`src/rtl/spi_xfer_ctrl_if.sv`:
```
// spi_xfer_ctrl_if -- register/clock-generator side signals of the SPI transfer controller.
//
// master modport (register block / clock generator side) drives:
//   go, char_len, tx_negedge, rx_negedge, ass, ss_mask, pos_edge, neg_edge, abort
// slave modport (spi_xfer_ctrl) drives:
//   tip, last_clk, tx_shift, rx_sample, bit_cnt, done, aborted, ss_pad_o
//
// The parameters must match those of the spi_xfer_ctrl instance the interface is bound to.
interface spi_xfer_ctrl_if #(
  parameter int unsigned SS_NB         = 8,
  parameter int unsigned CHAR_LEN_BITS = 7
);
  logic                     go;
  logic [CHAR_LEN_BITS-1:0] char_len;
  logic                     tx_negedge;
  logic                     rx_negedge;
  logic                     ass;
  logic [SS_NB-1:0]         ss_mask;
  logic                     pos_edge;
  logic                     neg_edge;
  logic                     abort;

  logic                     tip;
  logic                     last_clk;
  logic                     tx_shift;
  logic                     rx_sample;
  logic [CHAR_LEN_BITS:0]   bit_cnt;
  logic                     done;
  logic                     aborted;
  logic [SS_NB-1:0]         ss_pad_o;

  modport master (
    output go, char_len, tx_negedge, rx_negedge, ass, ss_mask, pos_edge, neg_edge, abort,
    input  tip, last_clk, tx_shift, rx_sample, bit_cnt, done, aborted, ss_pad_o
  );

  modport slave (
    input  go, char_len, tx_negedge, rx_negedge, ass, ss_mask, pos_edge, neg_edge, abort,
    output tip, last_clk, tx_shift, rx_sample, bit_cnt, done, aborted, ss_pad_o
  );
endinterface

```
`src/rtl/spi_xfer_ctrl.sv`:
```
// spi_xfer_ctrl -- SPI transfer sequencer.
//
// Counts the bits of one SPI character, turns the clock generator's pos_edge/neg_edge strobes
// into shift/sample strobes, and drives the registered active-low slave selects.
//
// Ports:
//   wb_clk_in  system clock, all state updates on its rising edge
//   wb_rst     asynchronous active-high reset
//   bus        spi_xfer_ctrl_if.slave:
//     in : go, char_len (0 = 2^CHAR_LEN_BITS bits), tx_negedge, rx_negedge, ass, ss_mask,
//          pos_edge, neg_edge, abort
//     out: tip, last_clk, tx_shift, rx_sample, bit_cnt (bits remaining), done, aborted,
//          ss_pad_o
module spi_xfer_ctrl #(
  parameter int unsigned SS_NB         = 8,
  parameter int unsigned CHAR_LEN_BITS = 7
) (
  input logic            wb_clk_in,
  input logic            wb_rst,
  spi_xfer_ctrl_if.slave bus
);

  typedef enum logic [1:0] {StIdle, StXfer, StTail, StDone} state_e;

  localparam logic [CHAR_LEN_BITS:0] CntOne = {{CHAR_LEN_BITS{1'b0}}, 1'b1};
  localparam logic [CHAR_LEN_BITS:0] CntMax = {1'b1, {CHAR_LEN_BITS{1'b0}}};

  state_e                 state_q, state_d;
  logic [CHAR_LEN_BITS:0] bit_cnt_q, bit_cnt_d;
  logic                   aborted_q, aborted_d;
  logic [SS_NB-1:0]       ss_q, ss_d;
  logic                   tip, tip_d;
  logic                   tx_shift, rx_sample;

  assign tip       = (state_q == StXfer) || (state_q == StTail);
  assign tx_shift  = tip & (bus.tx_negedge ? bus.neg_edge : bus.pos_edge);
  assign rx_sample = tip & (bus.rx_negedge ? bus.neg_edge : bus.pos_edge);

  always_comb begin
    state_d   = state_q;
    bit_cnt_d = bit_cnt_q;
    aborted_d = 1'b0;
    unique case (state_q)
      StIdle: begin
        if (bus.go) begin
          state_d   = StXfer;
          bit_cnt_d = (bus.char_len == '0) ? CntMax : {1'b0, bus.char_len};
        end
      end
      StXfer: begin
        // abort outranks a coincident final sample
        if (bus.abort) begin
          state_d   = StIdle;
          bit_cnt_d = '0;
          aborted_d = 1'b1;
        end else if (rx_sample) begin
          if (bit_cnt_q != '0) bit_cnt_d = bit_cnt_q - CntOne;
          // a rising-edge final sample still owes the trailing falling edge of sclk
          if (bit_cnt_q == CntOne) state_d = bus.rx_negedge ? StDone : StTail;
        end
      end
      StTail: begin
        if (bus.abort) begin
          state_d   = StIdle;
          bit_cnt_d = '0;
          aborted_d = 1'b1;
        end else if (bus.neg_edge) begin
          state_d = StDone;
        end
      end
      StDone:  state_d = StIdle;
      default: state_d = StIdle;
    endcase

    // selects are registered from next-state tip so they track tip edge-for-edge
    tip_d = (state_d == StXfer) || (state_d == StTail);
    ss_d  = ~(bus.ss_mask & (bus.ass ? {SS_NB{tip_d}} : {SS_NB{1'b1}}));
  end

  always_ff @(posedge wb_clk_in or posedge wb_rst) begin
    if (wb_rst) begin
      state_q   <= StIdle;
      bit_cnt_q <= '0;
      aborted_q <= 1'b0;
      ss_q      <= {SS_NB{1'b1}};
    end else begin
      state_q   <= state_d;
      bit_cnt_q <= bit_cnt_d;
      aborted_q <= aborted_d;
      ss_q      <= ss_d;
    end
  end

  assign bus.tip       = tip;
  assign bus.last_clk  = tip & (bit_cnt_q <= CntOne);
  assign bus.tx_shift  = tx_shift;
  assign bus.rx_sample = rx_sample;
  assign bus.bit_cnt   = bit_cnt_q;
  assign bus.done      = (state_q == StDone);
  assign bus.aborted   = aborted_q;
  assign bus.ss_pad_o  = ss_q;

endmodule

```
`src/flat_wrapper.sv`:
```
// flat-port wrapper written by rule: the top's interface ports become plain ports
module spi_xfer_ctrl_flat 
#(
  parameter int unsigned SS_NB         = 8,
  parameter int unsigned CHAR_LEN_BITS = 7
)
  (wb_clk_in, wb_rst, bus_go, bus_char_len, bus_tx_negedge, bus_rx_negedge, bus_ass, bus_ss_mask, bus_pos_edge, bus_neg_edge, bus_abort, bus_tip, bus_last_clk, bus_tx_shift, bus_rx_sample, bus_bit_cnt, bus_done, bus_aborted, bus_ss_pad_o);
  spi_xfer_ctrl_if #(.SS_NB(SS_NB), .CHAR_LEN_BITS(CHAR_LEN_BITS)) bus_i ();
  input logic wb_clk_in;
  input logic wb_rst;
  input wire logic [$bits(bus_i.go)-1:0] bus_go;
  input wire logic [$bits(bus_i.char_len)-1:0] bus_char_len;
  input wire logic [$bits(bus_i.tx_negedge)-1:0] bus_tx_negedge;
  input wire logic [$bits(bus_i.rx_negedge)-1:0] bus_rx_negedge;
  input wire logic [$bits(bus_i.ass)-1:0] bus_ass;
  input wire logic [$bits(bus_i.ss_mask)-1:0] bus_ss_mask;
  input wire logic [$bits(bus_i.pos_edge)-1:0] bus_pos_edge;
  input wire logic [$bits(bus_i.neg_edge)-1:0] bus_neg_edge;
  input wire logic [$bits(bus_i.abort)-1:0] bus_abort;
  output wire logic [$bits(bus_i.tip)-1:0] bus_tip;
  output wire logic [$bits(bus_i.last_clk)-1:0] bus_last_clk;
  output wire logic [$bits(bus_i.tx_shift)-1:0] bus_tx_shift;
  output wire logic [$bits(bus_i.rx_sample)-1:0] bus_rx_sample;
  output wire logic [$bits(bus_i.bit_cnt)-1:0] bus_bit_cnt;
  output wire logic [$bits(bus_i.done)-1:0] bus_done;
  output wire logic [$bits(bus_i.aborted)-1:0] bus_aborted;
  output wire logic [$bits(bus_i.ss_pad_o)-1:0] bus_ss_pad_o;
  assign bus_i.go = bus_go;
  assign bus_i.char_len = bus_char_len;
  assign bus_i.tx_negedge = bus_tx_negedge;
  assign bus_i.rx_negedge = bus_rx_negedge;
  assign bus_i.ass = bus_ass;
  assign bus_i.ss_mask = bus_ss_mask;
  assign bus_i.pos_edge = bus_pos_edge;
  assign bus_i.neg_edge = bus_neg_edge;
  assign bus_i.abort = bus_abort;
  assign bus_tip = bus_i.tip;
  assign bus_last_clk = bus_i.last_clk;
  assign bus_tx_shift = bus_i.tx_shift;
  assign bus_rx_sample = bus_i.rx_sample;
  assign bus_bit_cnt = bus_i.bit_cnt;
  assign bus_done = bus_i.done;
  assign bus_aborted = bus_i.aborted;
  assign bus_ss_pad_o = bus_i.ss_pad_o;
  spi_xfer_ctrl #(.SS_NB(SS_NB), .CHAR_LEN_BITS(CHAR_LEN_BITS)) u_core (.wb_clk_in(wb_clk_in), .wb_rst(wb_rst), .bus(bus_i));
endmodule
```
`config.mk`:
```
export PLATFORM = sky130hd
export DESIGN_NAME = spi_xfer_ctrl_flat
export DESIGN_NICKNAME = d
export VERILOG_FILES = /design/src/rtl/spi_xfer_ctrl_if.sv /design/src/rtl/spi_xfer_ctrl.sv /design/src/flat_wrapper.sv
export SDC_FILE = /design/constraint.sdc
export NUM_CORES = 1
export LEC_CHECK = 0
export ABC_AREA = 1
export BUFFER_PORTS_ARGS = -buffer_cell sky130_fd_sc_hd__buf_4
export CORE_MARGIN = 2
export CORE_UTILIZATION = 30
export DETAILED_ROUTE_END_ITERATION = 7
export PLACE_DENSITY = 0.57
export SKIP_CTS_REPAIR_TIMING = 1
export SLEW_MARGIN = 30
export SYNTH_ARGS = -nofsm -noshare
export SYNTH_HDL_FRONTEND = slang
export SYNTH_SLANG_ARGS = --single-unit
```
`constraint.sdc`:
```
create_clock -name wb_clk_in -period 2 [get_ports wb_clk_in]
set_clock_uncertainty 0.2 [all_clocks]
set_input_delay 0 -clock wb_clk_in [delete_from_list [all_inputs] [get_ports wb_clk_in]]
set_output_delay 0 -clock wb_clk_in [all_outputs]
set_load 0.03 [all_outputs]
```
==> Word level (Yosys, flattened, before mapping) <==
Cells that the tools add are included.
{ "totals": {"wordCells": 49, "regBits": 19, "output_inout_bits": 22} }
{ "classes": {"addsub": 1, "reduce_logical": 8, "n_eq_ne": 10, "muxes": 20, "bitwise": 5, "n_lt_le_gt_ge": 1} }
{ "ops": {"columns": ["operator", "n"], "rows": [
  ["$mux W8", 7],
  ["$pmux W8 S3", 1],
  ["$mux W2", 6],
  ["$and A8 B8 Y8", 1],
  ["$eq A8 B1 Y1 const B", 1],
  ["$le A8 B1 Y1 const B", 1],
  ["$not A8 Y8", 1],
  ["$pmux W2 S4", 1],
  ["$reduce_bool A8 Y1", 1],
  ["$sub A8 B1 Y8 const B", 1],
  ["$logic_not A7 Y1", 1],
  ["$eq A2 B2 Y1 const B", 3],
  ["$ne A3 B3 Y1 const B", 2],
  ["$mux W1", 5],
  ["$reduce_and A5 Y1", 1],
  ["$eq A2 B1 Y1 const B", 2],
  ["$ne A2 B2 Y1 const B", 2],
  ["$and A1 B1 Y1", 3],
  ["$reduce_bool A3 Y1", 1],
  ["$logic_not A2 Y1", 1],
  ["$logic_or A1 B1 Y1", 2],
  ["$reduce_or A2 Y1", 1]
]} }

==> Logic depth before layout (Yosys ltp) <==
{ "depth": {"ltp_word": 11, "mapped_depth": 14, "depth_no_buf": 14} }

==> Least setup slack after synthesis <==
OpenSTA, ideal clock, no wires.
{ "synth_path": {"path_kind": "register -> register", "from": "register u_core.state_q[0]", "to": "register u_core.bit_cnt_q[3] (netlist: u_core.bus.bit_cnt[3])", "path_slack_ns": -0.334, "path_buffers": 0, "required_time_ns": 1.677, "path_stages_with_launch": 11, "setup_time_ns": 0.123, "arrival_ns": 2.011, "path_cell_list": "dfrtp_1 > inv_1 > ha_1 > nand2_1 > nor2_4 > o21ai_1 > a21oi_1 > o21a_2 > inv_1 > o21ai_0 > nand2_1"} }
{ "synth_via": {"elab_chain_len": 5, "word_cells_on_any_way": 12} }
{ "synth_rtl": {"columns": ["item", "line", "rtl"], "rows": [
  ["start, declared", "spi_xfer_ctrl.sv:28", "state_e state_q, state_d;"],
  ["start signal, assigned", "spi_xfer_ctrl.sv:82", "state_q <= StIdle;"],
  ["start signal, assigned", "spi_xfer_ctrl.sv:87", "state_q <= state_d;"],
  ["$eq A2 B1 Y1 / $eq A2 B2 Y1 (equally long branches)", "spi_xfer_ctrl.sv:35", "assign tip = (state_q == StXfer) || (state_q == StTail);"],
  ["$logic_or A1 B1 Y1 *", "spi_xfer_ctrl.sv:35", null],
  ["named net bus_tip", "flat_wrapper.sv:20", "output wire logic [$bits(bus_i.tip)-1:0] bus_tip;"],
  ["$and A1 B1 Y1 *", "spi_xfer_ctrl.sv:37", "assign rx_sample = tip & (bus.rx_negedge ? bus.neg_edge : bus.pos_edge);"],
  ["named net bus_rx_sample", "flat_wrapper.sv:23", "output wire logic [$bits(bus_i.rx_sample)-1:0] bus_rx_sample;"],
  ["$ne A3 B3 Y1 (no line) *", null, null],
  ["$reduce_and A5 Y1 (no line) *", null, null],
  ["end signal, assigned", "spi_xfer_ctrl.sv:88", "bit_cnt_q <= bit_cnt_d;"],
  ["end, declared", "spi_xfer_ctrl.sv:29", "logic [CHAR_LEN_BITS:0] bit_cnt_q, bit_cnt_d;"]
]} }
Mark *: on every way through the listed nets, which the timed path passes. The rest lies on a longest branch.
A chain may end at the register's enable or synchronous reset.

==> Final worst setup path <==
{ "layout_path": {"from": "register u_core.state_q[0]", "to": "register u_core.ss_q[1] (netlist: u_core.bus.ss_pad_o[1])"} }
{ "layout_via": {"elab_chain_len": 11, "word_cells_on_any_way": 19} }
{ "layout_rtl": {"columns": ["item", "line", "rtl"], "rows": [
  ["$eq A2 B1 Y1 / $eq A2 B2 Y1 (equally long branches)", "spi_xfer_ctrl.sv:35, spi_xfer_ctrl.sv:43", null],
  ["$logic_or A1 B1 Y1", "spi_xfer_ctrl.sv:35", null],
  ["$and A1 B1 Y1", "spi_xfer_ctrl.sv:37", null],
  ["$mux W2", "spi_xfer_ctrl.sv:56", "end else if (rx_sample) begin"],
  ["$mux W2", "spi_xfer_ctrl.sv:52", "if (bus.abort) begin"],
  ["$pmux W2 S4 *", "spi_xfer_ctrl.sv:43", "unique case (state_q)"],
  ["named net u_core.state_d[0]", "spi_xfer_ctrl.sv:28", null],
  ["$eq A2 B1 Y1 / $eq A2 B2 Y1 (equally long branches)", "spi_xfer_ctrl.sv:76", "tip_d = (state_d == StXfer) || (state_d == StTail);"],
  ["$logic_or A1 B1 Y1 *", "spi_xfer_ctrl.sv:76", null],
  ["$mux W8 *", "spi_xfer_ctrl.sv:77", "ss_d = ~(bus.ss_mask & (bus.ass ? {SS_NB{tip_d}} : {SS_NB{1'b1}}));"],
  ["$and A8 B8 Y8 *", "spi_xfer_ctrl.sv:77", null],
  ["$not A8 Y8 *", "spi_xfer_ctrl.sv:77", null],
  ["named net u_core.ss_d[1]", "spi_xfer_ctrl.sv:31", "logic [SS_NB-1:0] ss_q, ss_d;"],
  ["end signal, assigned", "spi_xfer_ctrl.sv:85", "ss_q <= {SS_NB{1'b1}};"],
  ["end signal, assigned", "spi_xfer_ctrl.sv:90", "ss_q <= ss_d;"],
  ["end, declared", "spi_xfer_ctrl.sv:31", null]
]} }
Marked as above.

==> metrics.txt <==
# TYPE chip_impl_metric gauge
chip_impl_info{name="status",value="finished, violations left"} 1
chip_impl_info{name="failed_checks",value="negative hold slack"} 1
chip_impl_info{name="critical-path-top-cell-by-count",value="nand2_1"} 1
chip_impl_metric{name="vdd_ir_drop_max",unit="V"} 0.000617
chip_impl_metric{name="pre_cts_slack",unit="ns"} 0.0601
chip_impl_metric{name="numCtsBuffers",unit=""} 3
chip_impl_metric{name="drv_slew",unit=""} 0
chip_impl_metric{name="antenna_found_initial",unit=""} 0
chip_impl_metric{name="die_h",unit="um"} 65.9
chip_impl_metric{name="layout_min_cycle_time",unit="ns"} 1.87
chip_impl_metric{name="synthToLayoutAreaGrowth",unit="%"} 61.1
chip_impl_metric{name="worstHoldPathCells",unit=""} 5
chip_impl_metric{name="fp.dieW",unit="um"} 65.9
chip_impl_metric{name="detailroute.via_count",unit=""} 1169
chip_impl_metric{name="path_clk_slew",unit="ns"} 0.07
chip_impl_metric{name="finalSetupViolations",unit=""} 0
chip_impl_metric{name="worst_ep_required_time",unit="ns"} 1.98
chip_impl_metric{name="hpwl",unit="mm"} 2.29
chip_impl_metric{name="avgViaCountPerCell",unit=""} 4.43
chip_impl_info{name="cts_tree",value="yes"} 1
chip_impl_metric{name="floorplan.initialDensity",unit="%"} 31.2
chip_impl_metric{name="final-instance-count-excl-fill",unit=""} 264
chip_impl_metric{name="clk_path_buf_depth",unit=""} 2
chip_impl_metric{name="drt_first_pass_iters",unit=""} 5
chip_impl_metric{name="syn_area_per_cell",unit="um2"} 8.11
chip_impl_metric{name="synth_async_sr_flop_share",unit="%"} 100
chip_impl_metric{name="worst_slack",unit="ns"} 0.127
chip_impl_info{name="crit_slowest_cell",value="dfrtp_1"} 1
chip_impl_info{name="layout.cells.most_common",value="buf_4"} 1
chip_impl_metric{name="synth-compound-area-share",unit="%"} 11.2
chip_impl_info{name="worst_setup_path_end_kind",value="register"} 1
chip_impl_metric{name="hold_vio_cnt_final",unit=""} 1
chip_impl_metric{name="count_of_cell_types_in_the_netlist",unit=""} 25
chip_impl_metric{name="cpPeakStageDelay",unit="ns"} 0.36
chip_impl_metric{name="whs",unit="ns"} -0.0208
chip_impl_info{name="worstHoldStart",value="bus_neg_edge"} 1
chip_impl_metric{name="placement_rows",unit=""} 22
chip_impl_metric{name="dieArea",unit="um2"} 4350
chip_impl_metric{name="syn-num-nets",unit=""} 174
chip_impl_metric{name="fillers",unit=""} 357
chip_impl_metric{name="cts-htree-levels",unit=""} 1
chip_impl_metric{name="placedCellCount",unit=""} 239
chip_impl_metric{name="ys_warn_count",unit=""} 0
chip_impl_metric{name="grt_pass1_vias",unit=""} 1077
chip_impl_metric{name="routabilityCongestion",unit=""} 0.828
chip_impl_metric{name="max_freq",unit="MHz"} 534
chip_impl_info{name="clockRootBuffer",value="clkbuf_8"} 1
chip_impl_metric{name="final.period_utilization",unit="%"} 93.6
chip_impl_metric{name="global_route_met2_usage",unit="%"} 23.2
chip_impl_metric{name="num_antenna_cells",unit=""} 0
chip_impl_info{name="timing.critical_path.cells",value="inv_2 -> ha_4 -> nand2_4 -> nor2_4 -> nand2_1 -> nand2_1 -> nand3_1 -> nand2_1 -> nand3_2 -> nand2_1 -> nand2_2 -> nand3_4 -> nand2_1"} 1
chip_impl_metric{name="area_taken_by_multi_input_logic_gates",unit="um2"} 619
chip_impl_metric{name="post_synth_inst_count",unit=""} 142
chip_impl_metric{name="wl_per_cell",unit="um"} 11.4
chip_impl_metric{name="remaining_drc_errors",unit=""} 0
chip_impl_metric{name="io_pins",unit=""} 46
chip_impl_metric{name="iter_0_drt_violations",unit=""} 30
chip_impl_metric{name="grt_max_degree",unit=""} 20
chip_impl_metric{name="synthXorXnorAreaFrac",unit="%"} 3.80
chip_impl_metric{name="grt_first_pass_wirelength",unit="mm"} 4.77
chip_impl_metric{name="drive_above_1_share",unit="%"} 37.0
chip_impl_info{name="dominantRegCellSynth",value="dfrtp_1"} 1
chip_impl_metric{name="synth_edf_count",unit=""} 0
chip_impl_metric{name="finalNetCount",unit=""} 249
chip_impl_metric{name="synthSimpleGateAreaFrac",unit="%"} 27.9
chip_impl_metric{name="port_buffers",unit=""} 45
chip_impl_info{name="gr-max-usage-layer",value="met2"} 1
chip_impl_info{name="r2r_start",value="u_core.state_q[0]$_DFF_PP0_"} 1
chip_impl_metric{name="numClockSinks",unit=""} 19
chip_impl_metric{name="yosys-mux-area-fraction",unit="%"} 0
chip_impl_metric{name="pwr_density_cell",unit="nW/um2"} 1240
chip_impl_info{name="type_of_element_launching_the_critical_path",value="register"} 1
chip_impl_info{name="min_delay_worst_type",value="input pin to register"} 1
chip_impl_metric{name="number_of_routed_nets_with_antenna_violations",unit=""} 0
chip_impl_metric{name="grt-ovfl-total",unit=""} 0
chip_impl_metric{name="core",unit="um2"} 3690
chip_impl_metric{name="synth-seq-cells",unit=""} 19
chip_impl_metric{name="r2r_slack",unit="ns"} 0.13
chip_impl_metric{name="critical_path.max_fanout",unit=""} 8
chip_impl_metric{name="clock_insertion_delay_at_the_later_pin_of_the_skew_report",unit="ns"} 0.25
chip_impl_metric{name="slew_headroom",unit="%"} 53.2
chip_impl_info{name="timing.setup.critical_path_class",value="register to register"} 1
chip_impl_metric{name="gr-usage-all-layers",unit="%"} 14.1
chip_impl_info{name="worst_hold_path.endpoint",value="u_core.state_q[1]$_DFF_PP0_"} 1
chip_impl_metric{name="worst_pin_slew",unit="ns"} 0.701
chip_impl_metric{name="routed_wl",unit="mm"} 3.00
chip_impl_info{name="largest_family_of_logic_cells_by_synthesized_area",value="simple AND/OR/NAND/NOR gates"} 1
chip_impl_metric{name="p_leak",unit="nW"} 0.936
chip_impl_metric{name="drv_cap",unit=""} 0
chip_impl_metric{name="synth_sequential_area_ratio",unit="%"} 42.2
chip_impl_metric{name="syn-cell-area",unit="um2"} 1150
chip_impl_info{name="mostFrequentLayoutCells",value="buf_4, nand2_1, dlygate4sd3_1"} 1
chip_impl_metric{name="register_area",unit="um2"} 485
chip_impl_metric{name="arrival",unit="ns"} 1.85
chip_impl_metric{name="met1_usage",unit="%"} 17.7
chip_impl_metric{name="r2r_cells",unit=""} 13
chip_impl_info{name="rsz0062_at_grt",value="no"} 1
chip_impl_metric{name="finish.utilization",unit="%"} 50.3
chip_impl_metric{name="fin_setup_tns",unit="ns"} 0
chip_impl_metric{name="post_synth_fa_ha_maj_area_fraction",unit="%"} 8.70
chip_impl_info{name="worstReg2RegEnd",value="u_core.bus.ss_pad_o[1]$_DFF_PP1_"} 1
chip_impl_metric{name="grt.met3_usage",unit="%"} 2.90
==> through the flow <==
stage / hold slack [ns] / power (mW) / instance area [um2]
after CTS: -0.344 / 2.24 / 1640
after global placement: -0.0747 / 1.95 / 1600
after detailed placement: -0.0694 / 1.97 / 1600
after floorplan: -0.255 / 1.53 / 1170
after global routing: 0.0422 / 2.48 / 1850
final: -0.0208 / 2.29 / 1850
==> report_power, final <==
group | internal [mW] | leakage [nW] | switching, mW
clock network | 0.141 | 0.0228 | 0.122
registers | 0.519 | 0.226 | 0.0962
logic | 0.558 | 0.686 | 0.856
==> state kept, by name, summed over array words and instances, names as in the netlist <==
| signal | flops |
|---|---|
| u_core.bus.ss_pad_o | 8 |
| u_core.bus.bit_cnt | 8 |
| u_core.bus.aborted | 1 |
| u_core.state_q | 2 |
==> kinds of logic after synthesis <==
| kind of cell | after synthesis |
|---|---|
| buf+inv | 18 |
| fa+ha+maj | 8 |
| simple gates | 68 |
| compound gates | 24 |
| xor+xnor | 5 |
| flops | 19 |
==> cell type report <==
cell class	count	area share, %
clock buffer	4	2.43
inverter	17	3.44
multi-input combinational	105	33.4
sequential	19	26.2
tap	48	3.24
timing repair buffer	71	31.3
==> critical path: cells and delay by family, from the launching register on <==
family	cells	cell delay [ns]
buf+inv	1	0.07
simple gates	11	0.88
flops	1	0.36
fa+ha+maj	1	0.28
==> Yosys cell counts, types with 2 or more instances <==
| cell | instances | area, um2 |
|---|---|---|
| o21ai_1 | 6 | 30.0 |
| dfrtp_1 | 11 | 275 |
| nand3_1 | 8 | 40.0 |
| nand2_2 | 3 | 18.8 |
| nand3_2 | 2 | 20.0 |
| nand2_1 | 42 | 158 |
| o21ai_0 | 12 | 60.1 |
| inv_1 | 16 | 60.1 |
| a21oi_1 | 2 | 10.0 |
| ha_1 | 8 | 100 |
| nor2_1 | 6 | 22.5 |
| xor2_1 | 4 | 35.0 |
| dfstp_2 | 8 | 210 |
| nor2_4 | 2 | 22.5 |
| nor3_1 | 2 | 10.0 |
==> layer usage <==
metal  up-vias  routed length (um)
met1       518                1330
met3         2                 203
li1        602                   -
met4         0                  20
met2        47                1450
met5         -                   0
==> worst max path at each step <==
| stage | startpoint | end | slack (ns) | cells after the start |
|---|---|---|---|---|
| 5_1_grt | u_core.state_q[1]$_DFF_PP0_ | u_core.bus.ss_pad_o[1]$_DFF_PP1_ | 0.003 | 13 |
| 4_1_cts | u_core.bus.bit_cnt[1]$_DFFE_PP0P_ | u_core.bus.ss_pad_o[6]$_DFF_PP1_ | 0.04 | 13 |
| 3_5_place_dp | u_core.bus.bit_cnt[1]$_DFFE_PP0P_ | u_core.bus.ss_pad_o[6]$_DFF_PP1_ | 0.06 | 13 |
| 3_3_place_gp | u_core.bus.bit_cnt[1]$_DFFE_PP0P_ | u_core.bus.ss_pad_o[7]$_DFF_PP1_ | 0.08 | 13 |
| 6_report | u_core.state_q[0]$_DFF_PP0_ | u_core.bus.ss_pad_o[1]$_DFF_PP1_ | 0.13 | 13 |
| 2_1_floorplan | u_core.state_q[0]$_DFF_PP0_ | u_core.bus.bit_cnt[3]$_DFFE_PP0P_ | -0.08 | 10 |
Note: power is estimated with default switching activity, not from simulation.
